`src/rtl/ica_pkg.sv`:
```
// Shared types and default sizing for the batch-mean sequencer and its lane accumulators.
package ica_pkg;

  typedef enum logic [1:0] {
    ST_IDLE = 2'd0,
    ST_ACC  = 2'd1,
    ST_HOLD = 2'd2
  } state_t;

  localparam int DW_DEF     = 26;
  localparam int N_LOG2_DEF = 7;
  // Wide enough to sum 2^N_LOG2 full-scale samples without overflow.
  localparam int ACC_W_DEF  = DW_DEF + N_LOG2_DEF;

endpackage

```
`src/rtl/mean_acc_lane.sv`:
```
// One lane of the batch mean: sign-extending accumulator plus registered scaled result.
// Optional build macro ONE_UNIT_MEAN_SEQ_ROUND_EN selects round-half-up instead of truncation.
module mean_acc_lane
  import ica_pkg::*;
#(
  parameter int N_LOG2 = N_LOG2_DEF,
  parameter int DW     = DW_DEF,
  parameter int AW     = ACC_W_DEF
) (
  input  logic                 clk_seq,
  input  logic                 rstn_seq,
  input  logic                 clr,
  input  logic                 acc_en,
  input  logic                 load,
  input  logic signed [DW-1:0] sample,
  output logic signed [DW-1:0] mean_p1
);

`ifdef ONE_UNIT_MEAN_SEQ_ROUND_EN
  localparam logic signed [AW-1:0] HALF = AW'((1 << N_LOG2) >> 1);
`endif

  logic signed [AW-1:0] acc_p0;
  logic signed [AW-1:0] sample_ext;
  logic signed [AW-1:0] acc_nxt;

  function automatic logic signed [DW-1:0] scale_mean(input logic signed [AW-1:0] a);
    logic signed [AW-1:0] t;
`ifdef ONE_UNIT_MEAN_SEQ_ROUND_EN
    t = (a + HALF) >>> N_LOG2;
`else
    t = a >>> N_LOG2;
`endif
    return t[DW-1:0];
  endfunction

  assign sample_ext = AW'(sample);
  assign acc_nxt    = acc_p0 + sample_ext;

  // Stage p0: running sum of accepted samples
  always_ff @(posedge clk_seq or negedge rstn_seq) begin
    if (!rstn_seq) begin
      acc_p0 <= '0;
    end else if (clr) begin
      acc_p0 <= '0;
    end else if (acc_en) begin
      acc_p0 <= acc_nxt;
    end
  end

  // Stage p1: final sum including the last sample, scaled down to a mean
  always_ff @(posedge clk_seq or negedge rstn_seq) begin
    if (!rstn_seq) begin
      mean_p1 <= '0;
    end else if (load) begin
      mean_p1 <= scale_mean(acc_nxt);
    end
  end

endmodule

```
`src/rtl/one_unit_mean_seq.sv`:
```
// Four-lane batch-mean sequencer: accumulates 2^N_LOG2 samples per lane, then holds the means.
// Optional build macro ONE_UNIT_MEAN_SEQ_ROUND_EN selects round-half-up in the lanes.
module one_unit_mean_seq
  import ica_pkg::*;
#(
  parameter int N_LOG2 = N_LOG2_DEF,
  parameter int DW     = DW_DEF
) (
  input  logic                 clk_seq,
  input  logic                 rstn_seq,
  input  logic                 start,
  input  logic                 abort,
  input  logic                 in_valid,
  output logic                 in_ready,
  input  logic signed [DW-1:0] in_z1,
  input  logic signed [DW-1:0] in_z2,
  input  logic signed [DW-1:0] in_z3,
  input  logic signed [DW-1:0] in_z4,
  output logic                 out_valid,
  input  logic                 out_ready,
  output logic signed [DW-1:0] out_m1,
  output logic signed [DW-1:0] out_m2,
  output logic signed [DW-1:0] out_m3,
  output logic signed [DW-1:0] out_m4,
  output logic                 busy,
  output logic                 done
);

  localparam int            CW   = (N_LOG2 > 0) ? N_LOG2 : 1;
  localparam logic [CW-1:0] LAST = CW'((1 << N_LOG2) - 1);

  state_t              state, state_nxt;
  logic [CW-1:0]       cnt;
  logic                accept;
  logic                final_acc;
  logic                clr;
  logic                vld_p1;
  logic                done_p1;
  logic signed [DW-1:0] z [4];
  logic signed [DW-1:0] m [4];

  assign in_ready  = (state == ST_ACC);
  // Abort outranks both a final accept and a result handshake.
  assign accept    = in_valid & in_ready & ~abort;
  assign final_acc = accept & (cnt == LAST);
  assign clr       = (state == ST_IDLE) & start & ~abort;

  always_comb begin
    state_nxt = state;
    unique case (state)
      ST_IDLE: if (clr) state_nxt = ST_ACC;
      ST_ACC: begin
        if (abort)          state_nxt = ST_IDLE;
        else if (final_acc) state_nxt = ST_HOLD;
      end
      ST_HOLD: begin
        if (abort || out_ready) state_nxt = ST_IDLE;
      end
      default: state_nxt = ST_IDLE;
    endcase
  end

  always_ff @(posedge clk_seq or negedge rstn_seq) begin
    if (!rstn_seq) begin
      state <= ST_IDLE;
    end else begin
      state <= state_nxt;
    end
  end

  always_ff @(posedge clk_seq or negedge rstn_seq) begin
    if (!rstn_seq) begin
      cnt <= '0;
    end else if (clr) begin
      cnt <= '0;
    end else if (accept) begin
      cnt <= cnt + 1'b1;
    end
  end

  // Stage p1: result valid and acceptance pulse
  always_ff @(posedge clk_seq or negedge rstn_seq) begin
    if (!rstn_seq) begin
      vld_p1  <= 1'b0;
      done_p1 <= 1'b0;
    end else begin
      vld_p1  <= (state_nxt == ST_HOLD);
      done_p1 <= (state == ST_HOLD) & out_ready & ~abort;
    end
  end

  assign out_valid = vld_p1;
  assign done      = done_p1;
  assign busy      = (state != ST_IDLE);

  assign z[0] = in_z1;
  assign z[1] = in_z2;
  assign z[2] = in_z3;
  assign z[3] = in_z4;

  for (genvar g = 0; g < 4; g++) begin : g_lane
    mean_acc_lane #(
      .N_LOG2 (N_LOG2),
      .DW     (DW),
      .AW     (DW + N_LOG2)
    ) u_lane (
      .clk_seq  (clk_seq),
      .rstn_seq (rstn_seq),
      .clr      (clr),
      .acc_en   (accept),
      .load     (final_acc),
      .sample   (z[g]),
      .mean_p1  (m[g])
    );
  end

  assign out_m1 = m[0];
  assign out_m2 = m[1];
  assign out_m3 = m[2];
  assign out_m4 = m[3];

endmodule

```
`config.mk`:
```
export PLATFORM = sky130hd
export DESIGN_NAME = one_unit_mean_seq
export DESIGN_NICKNAME = d
export VERILOG_FILES = /design/src/rtl/ica_pkg.sv /design/src/rtl/mean_acc_lane.sv /design/src/rtl/one_unit_mean_seq.sv
export SDC_FILE = /design/constraint.sdc
export NUM_CORES = 1
export LEC_CHECK = 0
export CAP_MARGIN = 30
export CELL_PAD_IN_SITES_DETAIL_PLACEMENT = 0
export CELL_PAD_IN_SITES_GLOBAL_PLACEMENT = 1
export CORE_ASPECT_RATIO = 0.9
export CORE_MARGIN = 3
export CORE_UTILIZATION = 40
export DETAILED_ROUTE_END_ITERATION = 8
export HOLD_SLACK_MARGIN = 0.1
export PLACE_DENSITY = 0.82
export SLEW_MARGIN = 20
export SYNTH_ARGS = -nofsm -noshare
export SYNTH_HDL_FRONTEND = slang
export SYNTH_HIERARCHICAL = 1
export SYNTH_SLANG_ARGS = --single-unit
```
`constraint.sdc`:
```
create_clock -name clk_seq -period 2.7 [get_ports clk_seq]
set_clock_uncertainty 0.05 [all_clocks]
set_input_delay 0.27 -clock clk_seq [delete_from_list [all_inputs] [get_ports clk_seq]]
set_output_delay 0.27 -clock clk_seq [all_outputs]
set_load 0.05 [all_outputs]
```
# Word-level counts from Yosys, hierarchy flattened
# Cells that the tools add are included.
# Widths: inputs -> output; s select.
# op_classes
bitwise	8
reduce_logical	4
eq_ne	4
add_sub_neg	5
muxes	15
# op_table
op	n
$mux 33	8
$add 33x26->33	4
$mux 7	2
$mux 2	4
$add 7x1->7 const B	1
$and 1x1->1	7
$eq 7x7->1 const B	1
$pmux 2 s3	1
$eq 2x2->1 const B	2
$reduce_bool 2->1	2
$eq 2x1->1 const B	1
$logic_not 2->1	1
$logic_or 1x1->1	1
$not 1->1	1
# word_totals
input_bits	110
reg_bits	247
out_inout_bits	108
elab_cells	48

# Logic depth before layout (Yosys ltp)
# Gate-level depths: netlist (run 1).
# depth
ltp_word	8
depth_mapped	11
mapped_depth_nobuf	11

# Cells and area by module
# Netlist (run 1), hierarchy kept.
# by_module_without_submodules
module	area_per_inst_um2	seq_area_each_um2	cells_per_inst	n_inst
mean_acc_lane at g_lane[0].u_lane ...	4275.4	1476.4	432	2
mean_acc_lane at g_lane[2].u_lane ...	4179.0	1476.4	449	2
one_unit_mean_seq	536.8	275.3	52	1

# Least setup slack after synthesis (run 1)
# Ideal clock, no wire load.
# synth_timing
path_type	register to register
start	reg g_lane[2].u_lane.acc_p0[11]
end	reg g_lane[2].u_lane.acc_p0[32]
setup_ps	128
path_buffers	0
t_arrival_ps	2374
stages_incl_launch_ff	10
period_less_slack_ps	2552
path_slack_ps	148
t_required_ps	2522
path_cell_list	dfrtp_1 > ha_1 > and3_1 > or3b_1 > o21bai_4 > a21oi_2 > o21ai_2 > o21ai_2 > mux2i_1 > mux2_1
# synth_between
elab_chain_cells	3
# synth_rtl
item	line	source
start, declared	mean_acc_lane.sv:23	logic signed [AW-1:0] acc_p0;
start signal, assigned	mean_acc_lane.sv:47	acc_p0 <= acc_nxt;
$add 33x26->33	mean_acc_lane.sv:38	assign acc_nxt = acc_p0 + sample_ext;
$mux 33	mean_acc_lane.sv:46	end else if (acc_en) begin
$mux 33	mean_acc_lane.sv:44	end else if (clr) begin
# Every way passes these cells. The select of a mux whose other input is x is not followed.
# A chain may end at the register's enable or synchronous reset.

# Worst setup path after layout (run 1)
# layout_timing
start	reg g_lane[3].u_lane.acc_p0[9]
end	reg g_lane[3].u_lane.acc_p0[32]
# layout_between
elab_chain_cells	3
# layout_rtl
item	line
start, declared	mean_acc_lane.sv:23
start signal, assigned	mean_acc_lane.sv:47
$add 33x26->33	mean_acc_lane.sv:38
$mux 33	mean_acc_lane.sv:46
$mux 33	mean_acc_lane.sv:44
# Every way passes these cells. The select of a mux whose other input is x is not followed.

==> run_results.csv, run 1 <==
group,metric,value,unit
sta,worst_slew_pin_slew,0.908,ns
global_routing,grt_antenna_before_repair,3,
place,hpwl,39700,microns
critical_path,cp_max_fo,3,
final_layout,fin_nets,2585,
sta,period_share,98.7,%
floorplanning,core_area,42500,sq um
power_and_ir_drop,power,16.3,mW
drt,drt_iter0_markers,713,
final_layout,layout_commonest_cell,"buf_4",
yosys,synthesis.nets,2057,
power_and_ir_drop,leakagePower,12.0,nW
floorplanning,dieArea,46200,sq um
critical_path,cp.arrival,3.07,ns
yosys,syn-cell-area,17400,sq um
final_layout,final_layout_size_suffix_gt1_share,27.7,%
clocking,cts_buffer_depth,3,
place,port_buffers,217,
sta,rsz0062_at_grt,"yes",
drt,postRouteWirelength,52300,microns
critical_path,cp-start-kind,"flip-flop",
floorplanning,row_count,71,
sta,hold_violations,0,
sta,period_needed,2.67,ns
floorplanning,die_y,204,microns
global_routing,grt_overflow,0,
critical_path,required,3.10,ns
outcome,status,"finished, final reports clean",
drt,drtPass1Iterations,5,
sta,maxSlewHeadroom,39.2,%
sta,max_freq,375,MHz
sta,setup_viol,0,
yosys,synth-edff-count,0,
yosys,synth_cell_types,86,
clocking,path_clk_slew,0.06,ns
floorplanning,die_w,226,microns
drt,route.detailed.drc,0,
final_layout,syn2layout_area_growth,40.4,%
final_layout,fill_cells,3665,
clocking,clockRootBuffer,"clkbuf_16",
critical_path,reg2reg_slack,0.03,ns
power_and_ir_drop,p_per_area,667,nW/um^2
power_and_ir_drop,ir_drop,0.513,mV
place,gp_congestion,0.925,
floorplanning,io_pins,218,
clocking,numClockSinks,247,
floorplanning,start_util,41.1,%
global_routing,grt_util_all_layers,22.2,%
yosys,yosysSeqAreaShare,35.4,%
yosys,ys.flop_type,"dfrtp_1",
critical_path,crit_type,"reg -> reg",
clocking,clock_latency,0.58,ns
global_routing,grt_max_degree,64,
drt,drtAntennaViolNets,0,
yosys,syn_area_per_cell,9.62,sq um
final_layout,final_cell_mix,"buf_4, dfrtp_1, clkdlybuf4s50_1, nor2_1, ha_1",
drt,via_count,15900,
yosys,synth_seq_cells,247,
drt,wire_per_inst,18.0,microns
yosys,synth_cells,1814,
global_routing,grt_pass1_vias,16300,
clocking,cts_tree,"done",
yosys,ys_warn_count,6,
drt,avgViaCountPerCell,5.46,
sta,whs,0.159,ns
clocking,cts_buffers,30,
critical_path,worstSetupEndpointType,"flip-flop",
min_path,hold_path.class,"in -> async",
yosys,synth-async-reset-ratio,100,%
sta,drv_slew,0,
global_routing,grt_first_pass_wirelength,84600,microns
run,maxCapViolations,0,
clocking,h-tree-depth,1,
==> cell families (layout without fill, tap and decap cells) <==
| family | after synthesis | after routing | synth area share [%] |
|---|---|---|---|
| other | 0 | 1 | 0 |
| multiplexers | 168 | 168 | 10.3 |
| buffers and inverters | 139 | 691 | 3.24 |
| XOR/XNOR | 101 | 101 | 5.23 |
| flip-flops | 247 | 247 | 35.4 |
| AO/OA/AOI/OAI | 497 | 497 | 20.6 |
| adder cells (fa/ha/maj) | 133 | 133 | 9.71 |
| AND/OR/NAND/NOR | 529 | 529 | 15.6 |
==> registers in the layout, summed over array words and instances (netlist names) <==
signal / count
out_valid: 1
done: 1
state: 2
g_lane.u_lane/acc_p0: 132
cnt: 7
g_lane.u_lane/mean_p1: 104
==> path summary, 6_finish.rpt <==
kind	from	end	cells after the start
worst max-delay path	g_lane[3].u_lane/acc_p0[9]	g_lane[3].u_lane/acc_p0[32]	11
worst min-delay path	rstn_seq	g_lane[3].u_lane/acc_p0[13]	2
worst max register to register	g_lane[3].u_lane/acc_p0[9]	g_lane[3].u_lane/acc_p0[32]	11
worst min register to register	cnt[6]	cnt[6]	1
max in group asynchronous	rstn_seq	g_lane[2].u_lane/acc_p0[17]	3
min in group clk_seq	start	state[0]	3
==> worst max-delay path: stages (launching register included) <==
cell and delay (ns):
dfrtp_1 0.39, ha_1 0.31, buf_4 0.16, a21o_1 0.17, and3_1 0.20, nor4_1 0.25
buf_4 0.17, a21oi_4 0.06, o21ai_2 0.19, o21ai_2 0.09, mux2i_1 0.18, mux2_1 0.34
==> Yosys cell counts (16+ instances only) <==
| cell | n | area [sq um] |
|---|---|---|
| nor2b_1 | 35 | 219 |
| nor3_1 | 31 | 155 |
| buf_1 | 18 | 67.6 |
| ha_1 | 129 | 1610 |
| a211oi_1 | 30 | 225 |
| clkbuf_1 | 60 | 225 |
| a31oi_1 | 18 | 113 |
| and3_1 | 26 | 163 |
| a21oi_1 | 111 | 556 |
| or3_1 | 16 | 100 |
| mux2_2 | 86 | 968 |
| a21o_1 | 102 | 766 |
| o21ai_0 | 52 | 260 |
| nand4_1 | 37 | 231 |
| nor2_1 | 168 | 631 |
| dfrtp_1 | 247 | 6180 |
| nand2b_1 | 18 | 113 |
| inv_1 | 46 | 173 |
| xnor2_1 | 63 | 552 |
| nand3_1 | 28 | 140 |
| xor2_1 | 36 | 315 |
| o211ai_1 | 22 | 165 |
| nand2_1 | 98 | 368 |
| mux2i_1 | 80 | 801 |
==> where the power goes <==
part | leakage [nW] | internal, mW | total [mW] | switching (mW)
logic | 8.14 | 3.62 | 7.37 | 3.75
clock network | 0.549 | 2.85 | 4.55 | 1.70
registers | 3.35 | 4.13 | 4.42 | 0.291
==> layer usage <==
| metal | global-route usage, % | wire length [microns] |
|---|---|---|
| met3 | 3.69 | 2480 |
| met1 | 30.5 | 24100 |
| met2 | 37.6 | 25000 |
| met5 | 0 | 24 |
| met4 | 3.65 | 785 |
==> cell type report <==
cell class	count	area [sq um]	share of cell area, %
timing repair buffer	589	5100	20.8
tap	547	684	2.79
multi-input combinational	1428	11200	45.8
antenna	1	2.50	0.0102
inverter	46	180	0.736
clock inverter	15	234	0.955
clock buffer	41	883	3.61
sequential	247	6180	25.2
==> timing repair <==
action,4_1_cts,5_1_grt
setup endpoints to repair,11,73
setup buffers,6,11
pin swaps,4,45
gates resized for setup,8,81
endpoints found under the hold margin,247,0
hold buffers,1,0
==> per-stage QoR <==
stage	TNS (ns)	std cells	util, %	instance area (sq um)	setup slack [ns]
4_1_cts	0	2903	56.4	23900	0.00511
3_3_place_gp	-23.06	2840	53.5	22700	-0.363
3_5_place_dp	-27.52	2840	53.5	22700	-0.438
2_1_floorplan	0	1814	-	17400	0.148
6_report	0	2914	57.7	24500	0.0348
5_1_grt	-0.347	2914	57.7	24500	-0.0578
Power figures use the tool's default switching activity.
==> run 2, diff against run 1 <==
Settings changed: CORE_MARGIN 3 to unset, GPL_TIMING_DRIVEN set to 0.
==> run 2 against run 1 <==
Against the previous run:
- sequential power about the same
- sequential cell count unchanged
- total power down 9.2%
- the flow now finishes with violations (negative setup slack)
- global-route usage down 0.15 points
- worst setup slack worse by 0.077 ns
- die area down 3.7%
==> run_results.csv, run 2 (synthesis results as in run 1) <==
group,metric,value,unit
sta,setup_viol,3,
final_layout,diodes,0,
clocking,cts_buffers,29,
final_layout,final_layout_size_suffix_gt1_share,20.1,%
critical_path,cp.arrival,3.14,ns
floorplanning,dieArea,44500,sq um
power_and_ir_drop,p_per_area,655,nW/um^2
power_and_ir_drop,ir_drop,0.476,mV
sta,max_freq,365,MHz
critical_path,path_delay_family,"compound AO/OA/AOI/OAI gates",
clocking,clock_latency,0.57,ns
critical_path,cp_cell_sequence,"ha_2 > inv_2 > fa_2 > nand2b_4 > a21o_1 > a21o_1 > a21boi_2 > o21a_1 > o21a_1 > buf_4 > and3_4 > a2111o_1",
floorplanning,io_pins,218,
drt,via_count,15100,
clocking,h-tree-depth,1,
global_routing,grt_overflow,0,
critical_path,crit_type,"reg -> reg",
global_routing,grt_first_pass_wirelength,80800,microns
final_layout,syn2layout_area_growth,29.8,%
drt,drtAntennaViolNets,0,
sta,worst_slew_pin_slew,0.676,ns
critical_path,critical-path-slowest-cell,"dfrtp_1",
sta,drv_slew,0,
critical_path,cp_max_fo,4,
sta,finalWorstSetupSlack,-0.0420,ns
drt,route.detailed.drc,0,
global_routing,grt_util_all_layers,22.1,%
final_layout,final_cell_mix,"dfrtp_1, clkdlybuf4s50_1, nor2_1, a21o_1, nand2_1",
min_path,hold_path.class,"in -> async",
run,maxCapViolations,0,
drt,drt_iter0_markers,859,
floorplanning,start_util,40.6,%
critical_path,cp.depth,12,
place,hpwl,36200,microns
critical_path,startpoint,"g_lane[1].u_lane/acc_p0[0]",
critical_path,rr_worst_depth,12,
final_layout,layout_commonest_cell,"dfrtp_1",
drt,avgViaCountPerCell,5.63,
drt,wire_per_inst,18.8,microns
final_layout,reg.largest.list,"g_lane.u_lane/acc_p0: 132 flops, g_lane.u_lane/mean_p1: 104 flops, cnt: 7 flops",
clocking,path_clk_slew,0.06,ns
sta,maxSlewHeadroom,54.8,%
sta,rsz0062_at_grt,"yes",
critical_path,worst-path-buf-inv,2,
critical_path,crit_path_end,"g_lane[1].u_lane/acc_p0[16]",
outcome,violations,"negative setup slack",
critical_path,required,3.10,ns
global_routing,grt_antenna_before_repair,1,
critical_path,reg2reg_slack,-0.04,ns
drt,drtPass1Iterations,5,
clocking,clockRootBuffer,"clkbuf_16",
power_and_ir_drop,leakagePower,10.6,nW
final_layout,fill_cells,3895,
floorplanning,core_area,43000,sq um
critical_path,critPathMaxStageDelay,0.38,ns
critical_path,timing.rr.end,"g_lane[1].u_lane/acc_p0[16]",
critical_path,cp-start-kind,"flip-flop",
sta,whs,0.259,ns
clocking,numClockSinks,247,
final_layout,fin_nets,2341,
drt,postRouteWirelength,50300,microns
place,dpl_cell_area,20400,sq um
floorplanning,die_y,200,microns
clocking,cts_tree,"done",
sta,setup_tns,-0.0745,ns
final_layout,fin_area,22600,sq um
sta,period_needed,2.74,ns
critical_path,worstSetupEndpointType,"flip-flop",
final_layout,fin_util,52.7,%
sta,hold_violations,0,
final_layout,largest_reg_flops,132,
global_routing,grt_pass1_vias,15300,
place,gp_congestion,0.911,
outcome,status,"complete, but fails checks",
sta,period_share,102,%
floorplanning,die_w,222,microns
floorplanning,row_count,72,
global_routing,grt_max_degree,88,
place,port_buffers,217,
final_layout,top_register,"g_lane.u_lane/acc_p0",
clocking,cts_buffer_depth,3,
critical_path,r2r-start,"g_lane[1].u_lane/acc_p0[0]",
==> run 2: metrics by stage <==
stage | setup slack (ns) | std cells | power, mW
final | -0.0420 | 2675 | 14.8
after global routing | -0.146 | 2675 | 15.8
after CTS | 0.000936 | 2654 | 14.5
after detailed placement | -1.16 | 2589 | 9.95
after global placement | -9.90 | 2586 | 9.83
after floorplan | 0.148 | 1814 | 8.59
==> run 2: worst min-delay path by stage <==
stage | endpoint | slack (ns) | cells after the start
CTS | g_lane[3].u_lane/acc_p0[14] | 0.27 | 3
floorplan | cnt[0] | -0.08 | 0
finish | g_lane[3].u_lane/mean_p1[7] | 0.26 | 3
detailed placement | g_lane[3].u_lane/acc_p0[15] | 0.07 | 1
global placement | cnt[6] | 0.41 | 1
global route | g_lane[3].u_lane/mean_p1[7] | 0.27 | 3
==> run 2: repair_timing <==
| action | CTS | global route |
|---|---|---|
| hold buffers | 2 | 0 |
| hold endpoints to repair | 179 | 0 |
| gates cloned | 2 | 0 |
| pin swaps | 14 | 55 |
| gates resized for setup | 74 | 138 |
| endpoints found under the setup margin | 236 | 164 |
| setup buffers | 16 | 26 |
==> run 2: cell type report <==
type                            instances  area, sq um  share of cell area, %
Clock buffer                           38          820                   3.62
Multi-Input combinational cell       1428        11500                   50.9
Buffer                                 79          399                   1.76
Inverter                               46          180                  0.796
Timing Repair inverter                  2         10.0                 0.0442
Sequential cell                       247         6180                   27.3
Clock inverter                         15          200                  0.884
Tap cell                              555          694                   3.07
Timing Repair Buffer                  265         2630                   11.6
==> run 2: layer usage <==
layer	GRT usage [%]	share of wire, %
met5	0	0.026
met4	6.30	2.7
met3	3.46	4.5
met2	36.5	46
met1	29.8	46
==> run 2: report_power, final <==
part,switching [mW],internal [mW],total [mW],leakage [nW]
Combinational,3.48,2.69,6.17,6.75
Clock,1.64,2.59,4.23,0.514
Sequential,0.304,4.13,4.43,3.35
Total,5.42,9.41,14.8,10.6
==> run 2: worst register-to-register path, stage by stage (launching register included) <==
cell and delay (ns):
dfrtp_1 0.38, ha_2 0.19, inv_2 0.06, fa_2 0.21, nand2b_4 0.13, a21o_1 0.19, a21o_1 0.21, a21boi_2 0.08
o21a_1 0.21, o21a_1 0.23, buf_4 0.15, and3_4 0.15, a2111o_1 0.38
==> run 3, diff against run 2 <==
Settings changed: CELL_PAD_IN_SITES_DETAIL_PLACEMENT 0 to unset, CELL_PAD_IN_SITES_GLOBAL_PLACEMENT 1 to unset, CORE_UTILIZATION 40 to 52.
==> run 3 against run 2 <==
Against the previous run:
- the run still ends with negative setup slack left
- wire length is 0.38% higher
- design area decreased by 0.70%
- worst setup slack lost 0.032 ns
- via count is 3.9% higher
- sequential power hardly changed
- fmax shrank 1.2%
- register-to-register slack worse by 0.03 ns
- count of clock-buffer cells in the layout increased by 6
- total power is 0.91% lower
- sequential cell count did not move
- utilization is 16 points higher
- hold slack lost 0.13 ns
- largest cell class unchanged
- largest power group unchanged
- highest routed layer unchanged
==> run_results.csv, run 3 (synthesis results as in run 1) <==
group,metric,value,unit
drt,route.met2.wl,23800,microns
global_routing,grt_first_pass_wirelength,78600,microns
critical_path,cp.arrival,3.19,ns
drt,via_count,15600,
min_path,hold_path.class,"in -> async",
drt,maxUsedRoutingLayer,"met5",
final_layout,final_cell_mix,"dfrtp_1, clkdlybuf4s50_1, nor2_1, a21o_1, nand2_1",
drt,route.detailed.drc,0,
critical_path,critical-path-slowest-cell,"dfrtp_1",
place,post-place-ws,-1.13,ns
sta,period_share,103,%
global_routing,grt_antenna_before_repair,1,
clocking,path_clk_slew,0.06,ns
drt,met1Wirelength,21800,microns
critical_path,cp_max_fo,4,
final_layout,reg.largest.list,"g_lane.u_lane/acc_p0: 132 flops, g_lane.u_lane/mean_p1: 104 flops, cnt: 7 flops",
critical_path,worstSetupEndpointType,"flip-flop",
run,maxCapViolations,0,
power_and_ir_drop,leakagePower,10.6,nW
critical_path,cp_cell_sequence,"ha_4 > buf_4 > a21o_1 > and3_1 > nor4_1 > a21oi_2 > o21ai_2 > o21ai_2 > mux2i_1 > mux2_1",
floorplanning,dieArea,34300,sq um
power_and_ir_drop,p_per_area,654,nW/um^2
clocking,cts_buffer_depth,3,
place,hpwl,34500,microns
sta,maxSlewHeadroom,52.0,%
floorplanning,die_w,195,microns
floorplanning,core_area,32900,sq um
clocking,clockRootBuffer,"clkbuf_16",
final_layout,diodes,0,
clocking,cts_buffers,29,
drt,drt_iter0_markers,1087,
global_routing,grt_overflow,0,
place,port_buffers,217,
floorplanning,io_pins,218,
final_layout,largest_reg_flops,132,
sta,rsz0062_at_grt,"yes",
sta,whs,0.130,ns
drt,postRouteWirelength,50500,microns
final_layout,final_layout_size_suffix_gt1_share,19.6,%
critical_path,cp-start-kind,"flip-flop",
critical_path,crit_type,"reg -> reg",
final_layout,fill_cells,2488,
drt,drtAntennaViolNets,0,
drt,wire_per_inst,19.9,microns
clocking,clock_latency,0.58,ns
sta,hold_violations,0,
clocking,h-tree-depth,1,
sta,setup_tns,-0.145,ns
floorplanning,die_y,176,microns
power_and_ir_drop,ir_drop,0.535,mV
clocking,cts_tree,"done",
critical_path,required,3.11,ns
floorplanning,start_util,52.9,%
place,place_inst,2456,
sta,setup_viol,2,
drt,route.met3.wl,3060,microns
global_routing,grt_pass1_vias,15800,
outcome,violations,"negative setup slack",
final_layout,syn2layout_area_growth,28.9,%
critical_path,critPathMaxStageDelay,0.42,ns
sta,drv_slew,0,
place,gp_congestion,0.945,
global_routing,grt_util_all_layers,28.0,%
critical_path,crit_path_frequent_cell,"o21ai_2",
global_routing,grt_max_degree,76,
sta,period_needed,2.77,ns
sta,finalWorstSetupSlack,-0.0740,ns
final_layout,top_register,"g_lane.u_lane/acc_p0",
floorplanning,row_count,63,
final_layout,layout_commonest_cell,"dfrtp_1",
drt,avgViaCountPerCell,6.16,
clocking,numClockSinks,247,
outcome,status,"complete, but fails checks",
drt,drtPass1Iterations,6,
power_and_ir_drop,power,14.7,mW
sta,max_freq,360,MHz
final_layout,fin_nets,2338,
sta,worst_slew_pin_slew,0.710,ns
final_layout,instances_no_fill,2539,
[run 3: routing by layer]
layer	vias to the layer above	GRT usage (%)
met2	598	46.6
met1	7636	36.6
met3	144	4.51
li1	7259	-
met5	-	0
met4	2	10.3
[run 3: power breakdown]
group	switching [mW]	internal (mW)
Clock	1.63	2.25
Sequential	0.319	4.13
Combinational	3.62	2.75
Total	5.58	9.12
[run 3: what timing repair did]
action                     CTS  global route
setup endpoints to repair  233           156
pin swaps                   15            59
resized for setup           76           152
hold buffers                 1             0
setup buffers               14            26
cloned                       2             0
hold endpoints to repair   172             0
[run 3: final cells by class]
cell class | instances | area, sq um | share of cell area [%]
Multi-Input combinational cell | 1428 | 11600 | 51.7
Sequential cell | 247 | 6180 | 27.5
Timing Repair Buffer | 261 | 2610 | 11.6
Clock buffer | 44 | 842 | 3.75
Tap cell | 422 | 528 | 2.35
Buffer | 80 | 419 | 1.86
Inverter | 46 | 180 | 0.801
Clock inverter | 9 | 95.1 | 0.423
Timing Repair inverter | 2 | 10.0 | 0.0445
[run 3: final timing paths]
kind | startpoint | endpoint | slack (ns) | cells past startpoint
worst max-delay path | g_lane[2].u_lane/acc_p0[9] | g_lane[2].u_lane/acc_p0[32] | -0.07 | 10
worst min-delay path | rstn_seq | g_lane[0].u_lane/acc_p0[3] | 0.13 | 2
worst max register to register | g_lane[2].u_lane/acc_p0[9] | g_lane[2].u_lane/acc_p0[32] | -0.07 | 10
worst min register to register | cnt[6] | cnt[6] | 0.43 | 1
max in group asynchronous | rstn_seq | g_lane[2].u_lane/mean_p1[4] | 1.40 | 4
min in group clk_seq | out_ready | done | 0.25 | 2
[run 3: per-stage QoR]
stage | utilization (%) | area (sq um)
floorplan | - | 17400
global placement | 61.1 | 20100
detailed placement | 61.4 | 20200
CTS | 65.5 | 21600
global route | 68.2 | 22500
finish | 68.2 | 22500
[run 3: worst max-delay path: cells and delay by family (launching register included)]
| family | cells | cell delay (ns) |
|---|---|---|
| adder cells (fa/ha/maj) | 1 | 0.28 |
| AND/OR/NAND/NOR | 2 | 0.62 |
| flip-flops | 1 | 0.42 |
| buffers and inverters | 1 | 0.14 |
| AO/OA/AOI/OAI | 4 | 0.65 |
| multiplexers | 2 | 0.50 |
==> patch 1: new RTL, settings of run 2 <==
Encoding of `state_t`: now one-hot (3 bits for 3 states).
--- a/src/rtl/ica_pkg.sv
+++ b/src/rtl/ica_pkg.sv
@@ -2,8 +2,8 @@
 package ica_pkg;
 
-  typedef enum logic [1:0] {
-    ST_IDLE = 2'd0,
-    ST_ACC  = 2'd1,
-    ST_HOLD = 2'd2
+  typedef enum logic [2:0] {
+    ST_IDLE = 3'b001,
+    ST_ACC  = 3'b010,
+    ST_HOLD = 3'b100
   } state_t;
 
Function: same outputs for any inputs over 10 cycles, from zero or initial values and one cycle with rstn_seq low; not proved beyond that.
==> patch 1 against run 2 <==
The flow still finishes with violations (negative setup slack). Global-route usage shrank 0.44 points. Cell count is 0.37% higher. Final area rose by 1.1%. Synthesized area rose by 0.62%. Wire length is 2.0% lower. Worst setup slack improved by 0.034 ns. Sequential cell count up 1.
Power is not compared: it rests on default switching activity, and its combinational part moved more than twofold at a synthesized area within 25%.
==> patch 1: results (changes against run 2) <==
- Final clock-cell share: 0.0421 (-0.00295)
- Layout cells sized above 1: 0.198 (-0.00329)
- Post-CTS setup buffers: 20 (+4)
- Critical Path Max Stage Delay: 0.41 ns (+0.03 ns)
- Non-clock buffer share: 0.134 (+0.000582)
- Largest net degree at the start of global routing: 92 (+4.5%)
- Final Wtd Congestion: 0.893 (-2.0%)
- Multi-input gate area: 11,800 µm² (+2.2%)
- R2R Path Start: g_lane[3].u_lane/acc_p0[11]$_DFFE_PN0P_
- Syn Inst Count: 1,824 (+0.55%)
- Final WS setup: -0.00758 ns (+0.0344 ns)
- Outcome: finished with violations
- Failing checks: negative setup slack
- Hold-fix buffers, CTS: 1 (-1)
- Synth unique cells: 89 (+3.5%)
- Routed WL: 49,300 µm (-2.0%)
- Die W: 223 µm (+0.31%)
- Via-to-Cell Ratio: 5.57 (-1.1%)
- Final setup fails: 1 (-2)
- Post-layout net count: 2,351 (+0.43%)
- Dpl cells: 2,599 (+0.39%)
- DPL Wire Length: 35,500 µm (-1.8%)
- Nonclk inv count: 45 (-6.3%)
- Register area share after synthesis: 0.354 (-0.000700)
- Setup TNS: -0.00758 ns (+0.0669 ns)
- Clock buffers: 53 (+39%)
- Worst slack, placed: -1.05 ns (+0.104 ns)
- Comb_multi_in: 1,439 (+0.77%)
- Fin Hold WS: 0.204 ns (-0.0541 ns)
- Post-CTS resize count: 87 (+18%)
-- patch 1: logic make-up after synthesis --
family | share of synthesized area
AOI/OAI and AO/OA | 0.208
xor gates and xnor gates | 0.0515
adders and majority gates | 0.0965
buffers and inverters | 0.0324
DFF | 0.354
muxes | 0.101
and+or+nand+nor | 0.157
-- patch 1: how the worst max path moves through the flow --
stage,startpoint,endpoint,slack [ns]
final,g_lane[3].u_lane/acc_p0[11]$_DFFE_PN0P_,g_lane[3].u_lane/acc_p0[32]$_DFFE_PN0P_,-0.008
after global routing,g_lane[2].u_lane/acc_p0[11]$_DFFE_PN0P_,g_lane[2].u_lane/acc_p0[32]$_DFFE_PN0P_,-0.11
after CTS,g_lane[2].u_lane/acc_p0[2]$_DFFE_PN0P_,g_lane[2].u_lane/mean_p1[22]$_DFFE_PN0P_,-0.01
after detailed placement,abort,g_lane[0].u_lane/mean_p1[20]$_DFFE_PN0P_,-1.05
after global placement,rstn_seq,g_lane[1].u_lane/acc_p0[3]$_DFFE_PN0P_,-9.86
after floorplan,state[2]$_DFF_PN0_,g_lane[0].u_lane/acc_p0[3]$_DFFE_PN0P_,0.003
-- patch 1: routing by layer --
metal | GRT usage | part of all wire | up-vias | wire length, µm
li1 | - | - | 7308 | -
met1 | 0.300 | 0.48 | 7318 | 23400
met2 | 0.359 | 0.47 | 264 | 23400
met3 | 0.0306 | 0.035 | 51 | 1710
met4 | 0.0421 | 0.016 | 2 | 789
met5 | 0 | 0.00026 | - | 13
-- patch 1: power breakdown --
group          leakage [nW]  total, mW  switching (mW)  internal [mW]
sequential             3.43       3.86          0.0599           3.80
combinational          6.89       1.86            1.06          0.801
clock                 0.472       3.95            1.58           2.36
total                  10.8       9.66            2.70           6.96
==> patch 2: new RTL, flow settings as in run 2 <==
Without the edit above. Add a define of `ONE_UNIT_MEAN_SEQ_ROUND_EN`.
--- a/src/rtl/mean_acc_lane.sv
+++ b/src/rtl/mean_acc_lane.sv
@@ -1,4 +1,6 @@
 // One lane of the batch mean: sign-extending accumulator plus registered scaled result.
 // Optional build macro ONE_UNIT_MEAN_SEQ_ROUND_EN selects round-half-up instead of truncation.
+`define ONE_UNIT_MEAN_SEQ_ROUND_EN
+
 module mean_acc_lane
   import ica_pkg::*;
Behaviour: same outputs for any inputs over 10 cycles, from zero or initial values and one cycle with rstn_seq low; that may be too few to reach the edited logic, so the function may still have changed.
==> patch 2 against run 2 <==
The flow still finishes with violations (negative setup slack). Wire length grew 33%. First-iteration DRC count grew 41%. Worst setup slack lost 0.69 ns. Die area grew 14%. Final area grew 30%. Critical path depth grew 4. Synthesized area grew 14%. Sequential cell count is the same. Largest cell class unchanged.
Power is not compared: it rests on default switching activity, and its combinational part moved more than twofold at a synthesized area within 25%.
==> patch 2: results (changes against run 2) <==
- Outcome: finished with violations
- Failing checks: negative setup slack
- Routed wl met2: 31,000 µm (+33%)
- DPL Wire Length: 46,600 µm (+29%)
- Synthesized Nets: 2,551 (+24%)
- Non-CTS buffers: 540 (+57%)
- Final clock-cell share: 0.0331 (-0.0120)
- Final setup fails: 101 (+98)
- Fin Hold WS: 0.242 ns (-0.0170 ns)
- Synth unique cells: 92 (+7.0%)
- First-pass GRT wire length: 103,000 µm (+28%)
- Vias in the first global route: 19,100 (+25%)
- Top post-synthesis cells by area: dfrtp_1 31%, ha_1 8.4%, nor2_1 6.3%, a21oi_1 6.1%, mux2i_1 5.3%
- Layout cells sized above 1: 0.323 (+0.121)
- Compound-Gate Fraction of Synth Area: 0.204 (-0.00120)
- Met3 WL: 3060 µm (+36%)
- CTS buffer count: 31 (+6.9%)
- Nonclk inv count: 59 (+23%)
- Fill cells: 4,175 (+7.2%)
- Met3 usage: 0.0328 (-0.00179)
- Metal-1 WL: 31,200 µm (+34%)
- Worst skew pair latency: 0.59 ns (+0.02 ns)
- Slew margin rel.: 0.349 (-0.199)
- Via-to-Cell Ratio: 5.64 (+0.19%)
- Met2 Use GR: 0.416 (+0.0516)
- N_diodes: 2 (+2)
- Post-CTS setup buffers: 163 (+147)
- Post-synthesis mux area share: 0.0626 (-0.0401)
- Top Metal Used: met4
- Final WS setup: -0.731 ns (-0.689 ns)
- Multi-input gate area: 16,300 µm² (+41%)
- Routed wire length per instance: 19.5 µm (+3.8%)
- Clock buffers: 46 (+21%)
-- patch 2: power by group through the flow --
stage          Combinational (mW)  Clock (mW)  Sequential [mW]
4_1_cts                      11.6        4.16             4.43
6_report                     13.3        4.05             4.46
2_1_floorplan                6.74           0             4.38
5_1_grt                      14.2        4.30             4.51
3_5_place_dp                 8.75           0             4.46
3_3_place_gp                 8.64           0             4.45
-- patch 2: worst max path at each step --
stage                                           start  slack, ns                                        to  cells past startpoint
2_1_floorplan  g_lane[0].u_lane/acc_p0[0]$_DFFE_PN0P_      -0.45  g_lane[0].u_lane/mean_p1[20]$_DFFE_PN0P_                     13
3_3_place_gp                                 rstn_seq     -10.05   g_lane[3].u_lane/acc_p0[27]$_DFFE_PN0P_                      1
5_1_grt        g_lane[2].u_lane/acc_p0[0]$_DFFE_PN0P_      -0.84  g_lane[2].u_lane/mean_p1[25]$_DFFE_PN0P_                     16
3_5_place_dp                                 in_z2[1]      -1.52  g_lane[1].u_lane/mean_p1[24]$_DFFE_PN0P_                     12
4_1_cts        g_lane[1].u_lane/acc_p0[0]$_DFFE_PN0P_      -0.69  g_lane[1].u_lane/mean_p1[23]$_DFFE_PN0P_                     13
6_report       g_lane[1].u_lane/acc_p0[0]$_DFFE_PN0P_      -0.73  g_lane[1].u_lane/mean_p1[25]$_DFFE_PN0P_                     16
-- patch 2: per-stage QoR --
step / std cells / TNS, ns / setup slack, ns / area (µm²) / utilization
3_3_place_gp: 3153 / -2711.67 / -10.05 / 23200 / 0.473
6_report: 3434 / -43.36 / -0.731 / 29300 / 0.597
4_1_cts: 3363 / -38.28 / -0.695 / 27700 / 0.563
5_1_grt: 3433 / -56.94 / -0.842 / 29300 / 0.597
2_1_floorplan: 2304 / -15.55 / -0.449 / 20300 / -
3_5_place_dp: 3156 / -170.41 / -1.52 / 23300 / 0.474
